<file path="config.mk">
export PLATFORM = sky130hd
export DESIGN_NAME = encoder_8to3
export DESIGN_NICKNAME = d
export VERILOG_FILES = /design/src/rtl/encoder_8to3.sv
export SDC_FILE = /design/constraint.sdc
export NUM_CORES = 1
export LEC_CHECK = 0
export CAP_MARGIN = 30
export CORE_AREA = 2 2 39 41
export CTS_BUF_LIST = sky130_fd_sc_hd__clkbuf_4 sky130_fd_sc_hd__clkbuf_8
export DETAILED_ROUTE_END_ITERATION = 8
export DIE_AREA = 0 0 41 43
export HOLD_SLACK_MARGIN = 0.08
export PLACE_DENSITY_LB_ADDON = 0.25
export RECOVER_POWER = 25
export REMOVE_ABC_BUFFERS = 1
export SYNTH_ARGS = -nofsm -noshare
export SYNTH_HDL_FRONTEND = slang
export SYNTH_SLANG_ARGS = --single-unit
</file>
<file path="constraint.sdc">
create_clock -name clk -period 0.8 [get_ports clk]
set_input_delay 0.08 -clock clk [delete_from_list [all_inputs] [get_ports clk]]
set_output_delay 0.08 -clock clk [all_outputs]
set_load 0.05 [all_outputs]
</file>
<file path="src/rtl/encoder_8to3.sv">
// encoder_8to3: registered 8-to-3 priority encoder with valid flag.
// The highest-numbered set bit of the request vector wins. The result is
// captured on enabled clock edges and held otherwise.
//
// Optional feature macro: ENCODER_8TO3_MULTIHOT_EN
//   When defined, adds a registered `multi` output that flags captured
//   vectors with two or more bits set.
//
// Ports:
//   clk    in   1  clock, rising edge
//   rst    in   1  asynchronous active-high reset
//   en     in   1  capture enable (0 = hold outputs)
//   a      in   8  request vector
//   b      out  4  {valid, index of highest set bit}
//   multi  out  1  more than one bit of captured `a` set (macro builds only)
module encoder_8to3 (
    input  logic       clk,
    input  logic       rst,
    input  logic       en,
    input  logic [7:0] a,
`ifdef ENCODER_8TO3_MULTIHOT_EN
    output logic [3:0] b,
    output logic       multi
`else
    output logic [3:0] b
`endif
);

    localparam int unsigned IN_W  = 8;
    localparam int unsigned IDX_W = 3;
    localparam int unsigned OUT_W = IDX_W + 1;

    logic [IDX_W-1:0] index_c;
    logic             valid_c;
    logic [OUT_W-1:0] enc_c;

    // Ascending scan: the last set bit seen is the highest, so it wins.
    always_comb begin
        index_c = '0;
        for (int i = 0; i < int'(IN_W); i++) begin
            if (a[i]) begin
                index_c = IDX_W'(i);
            end
        end
        valid_c = |a;
        enc_c   = {valid_c, index_c};
    end

    // Result register.
    always_ff @(posedge clk or posedge rst) begin
        if (rst) begin
            b <= '0;
        end else if (en) begin
            b <= enc_c;
        end
    end

`ifdef ENCODER_8TO3_MULTIHOT_EN
    logic multi_c;

    // Clearing the lowest set bit leaves something only if two or more were set.
    always_comb begin
        multi_c = |(a & (a - IN_W'(1)));
    end

    // Multi-hot flag register, same enable and reset as the result.
    always_ff @(posedge clk or posedge rst) begin
        if (rst) begin
            multi <= 1'b0;
        end else if (en) begin
            multi <= multi_c;
        end
    end
`endif

endmodule

</file>
==> reports/qor.txt <==
Worst VDD drop: 0.000443 V
Register with the most flip-flops: b
Area grow syn2layout: 150%
Cell family with most CP delay: flip-flops
Initial Utilization: 14.4%
Total GRT Usage: 8.55%
Sequential-to-total area share from yosys stat: 50.3%
HP Class: in2reg
Slew Limit Fails: 0
Synth area leader: dfrtp_1
First-pass GRT wire length: 959 um
CTS buffer count: 3
Final setup fails: 4
Fmax achieved: 1.15 GHz
WP data arrival: 0.79 ns
Root Buffer: clkbuf_4
Slew @ Worst Pin: 0.296 ns
Initial DRC Count: 0
IO buf count: 14
Io pins: 15
Via-per-instance ratio: 3.98
Crit path launch type: flip-flop
Ant diodes: 0
Synth Warn #: 0
Final cycle utilization of the critical path: 109%
Critical path buffers and inverters: 1
FILL cells: 149
Routed len/inst: 8.30 um
Total gr overflow: 0
Worst-Skew Late Latency: 0.23 ns
Critical path class: reg2out
Max reg flops: 4
Placeable Area: 0.00138 mm^2
Prevailing post-synth register cell: dfrtp_1
Final min period: 0.869 ns
Final Hold Fails: 0
Top cells by count, synth: 7 x nor2_1, 4 x dfrtp_1, 3 x a31oi_1, 3 x inv_1, 2 x nor4_1
Clock sink total: 4
Failing checks: negative setup slack
GPL Wtd Cong: 0.618
Final WL: 531 um
Slowest cell on crit path: dfrtp_1
Skew final: 0 ns
Synthesized area per cell: 8.29 um^2
Worst-path clk slew: 0.03 ns
Die span in x: 41 um
Placement row count: 14
Nets: 61
Worst path max stage delay: 0.40 ns
Synth top area share: 50.3%
Worst path required time: 0.72 ns
Post-synthesis cell count: 24
Setup_tns: -0.267 ns
DR DRC count: 0
Max cap viols: 0
Post-DRT Antenna Nets: 0
CTS tree: built
Die height: 43 um
Largest net degree at the start of global routing: 9
Crit-path cells: buf_12
Status: finished, violations left
Cell area after synthesis: 199 um^2
Slew margin rel.: 80.2%
R2R Setup Slk: 0.01 ns
Worst slack, placed: -0.441 ns
Share of flip-flops with an asynchronous set or reset: 100%
Layout cell share with drive strength beyond 1: 35.4%
Post-synth EDFFs: 0
Critical Path Sink Type: output pin
DRT Pass-1 Iters: 1
Vias in the first global route: 266
Register area: 100 um^2
Post-route setup slack: -0.0690 ns
Antenna violations before repair: 0
Htree depth: 1
Synth unique cells: 10
Maximum net fanout on the critical path: 2
Flops & latches, synth: 4
Lkg Pwr: 0.234 nW
Vias: 255
Top-count cell post-synth: nor2_1
RSZ-0062 raised after global routing: yes
Deepest clock path buffer count: 2
Area of the multi-input gates: 98.8 um^2
P per Cell Area: 1340 mW/mm^2
Die area: 0.00176 mm^2
Regs by FF count: b: 4 flops
Synth top area cells: dfrtp_1 50%, nor2_1 13%, a31oi_1 9.4%
-- routing by layer --
layer,GRT usage [%],routed length [um]
met4,10.0,17
met5,0,0
met1,10.0,216
met2,11.3,258
met3,1.57,40
-- power by group --
part	switching, mW	internal, mW	leakage (nW)	total, mW
combinational	0.0858	0.108	0.182	0.194
clock	0.0766	0.167	0.0138	0.244
sequential	0.0113	0.215	0.0384	0.226
total	0.174	0.490	0.234	0.664
-- what timing repair did --
item / 4_1_cts / 5_1_grt
setup endpoints to repair: 8 / 12
gates resized for setup: 7 / 8
pin swaps: 2 / 2
hold buffers: 1 / 0
setup buffers: 1 / 1
endpoints found under the hold margin: 4 / 0
-- logic make-up (layout without fill, tap and decap cells) --
logic type	count (synthesis)	count (layout)	synth area share, %
compound gates	6	6	19.5
buf+inv	4	28	7.54
flops	4	4	50.3
simple gates	10	10	22.6
-- per-stage QoR --
stage	util [%]	hold WS, ns	total power [mW]	instances	instance area [um^2]
finish	35.9	0.244	0.664	64	497
global route	35.9	0.265	0.721	64	497
CTS	34.1	0.306	0.679	63	472
detailed placement	31.3	0.281	0.423	58	433
global placement	31.3	0.284	0.422	58	433
floorplan	-	-0.154	0.287	23	195
-- cell usage in the layout (no fill, tap or decap), drive strengths merged, types with 2 or more instances in the layout --
| cell | n |
|---|---|
| buf | 11 |
| nor2 | 7 |
| dfrtp | 4 |
| a31oi | 3 |
| inv | 3 |
| clkbuf | 3 |
| dlygate4sd2 | 3 |
| clkdlybuf4s15 | 3 |
| nor4 | 2 |
| clkdlybuf4s50 | 2 |
| dlymetal6s2s | 2 |
-- area by class of cell --
class,count,share of cell area [%]
multi-input combinational,16,19.9
sequential,4,20.2
clock buffer,3,4.53
timing repair buffer,22,49.1
tap,16,4.03
inverter,3,2.27
-- worst paths after layout --
| check | from | end | cells past startpoint |
|---|---|---|---|
| worst max-delay path | b[1] | b[1] | 1 |
| worst min-delay path | en | b[2] | 2 |
| worst max register to register | b[2] | b[2] | 3 |
| worst min register to register | b[1] | b[1] | 2 |
| max in group asynchronous | rst | b[1] | 3 |
| min in group asynchronous | rst | b[0] | 3 |
Power figures use the tool's default switching activity.
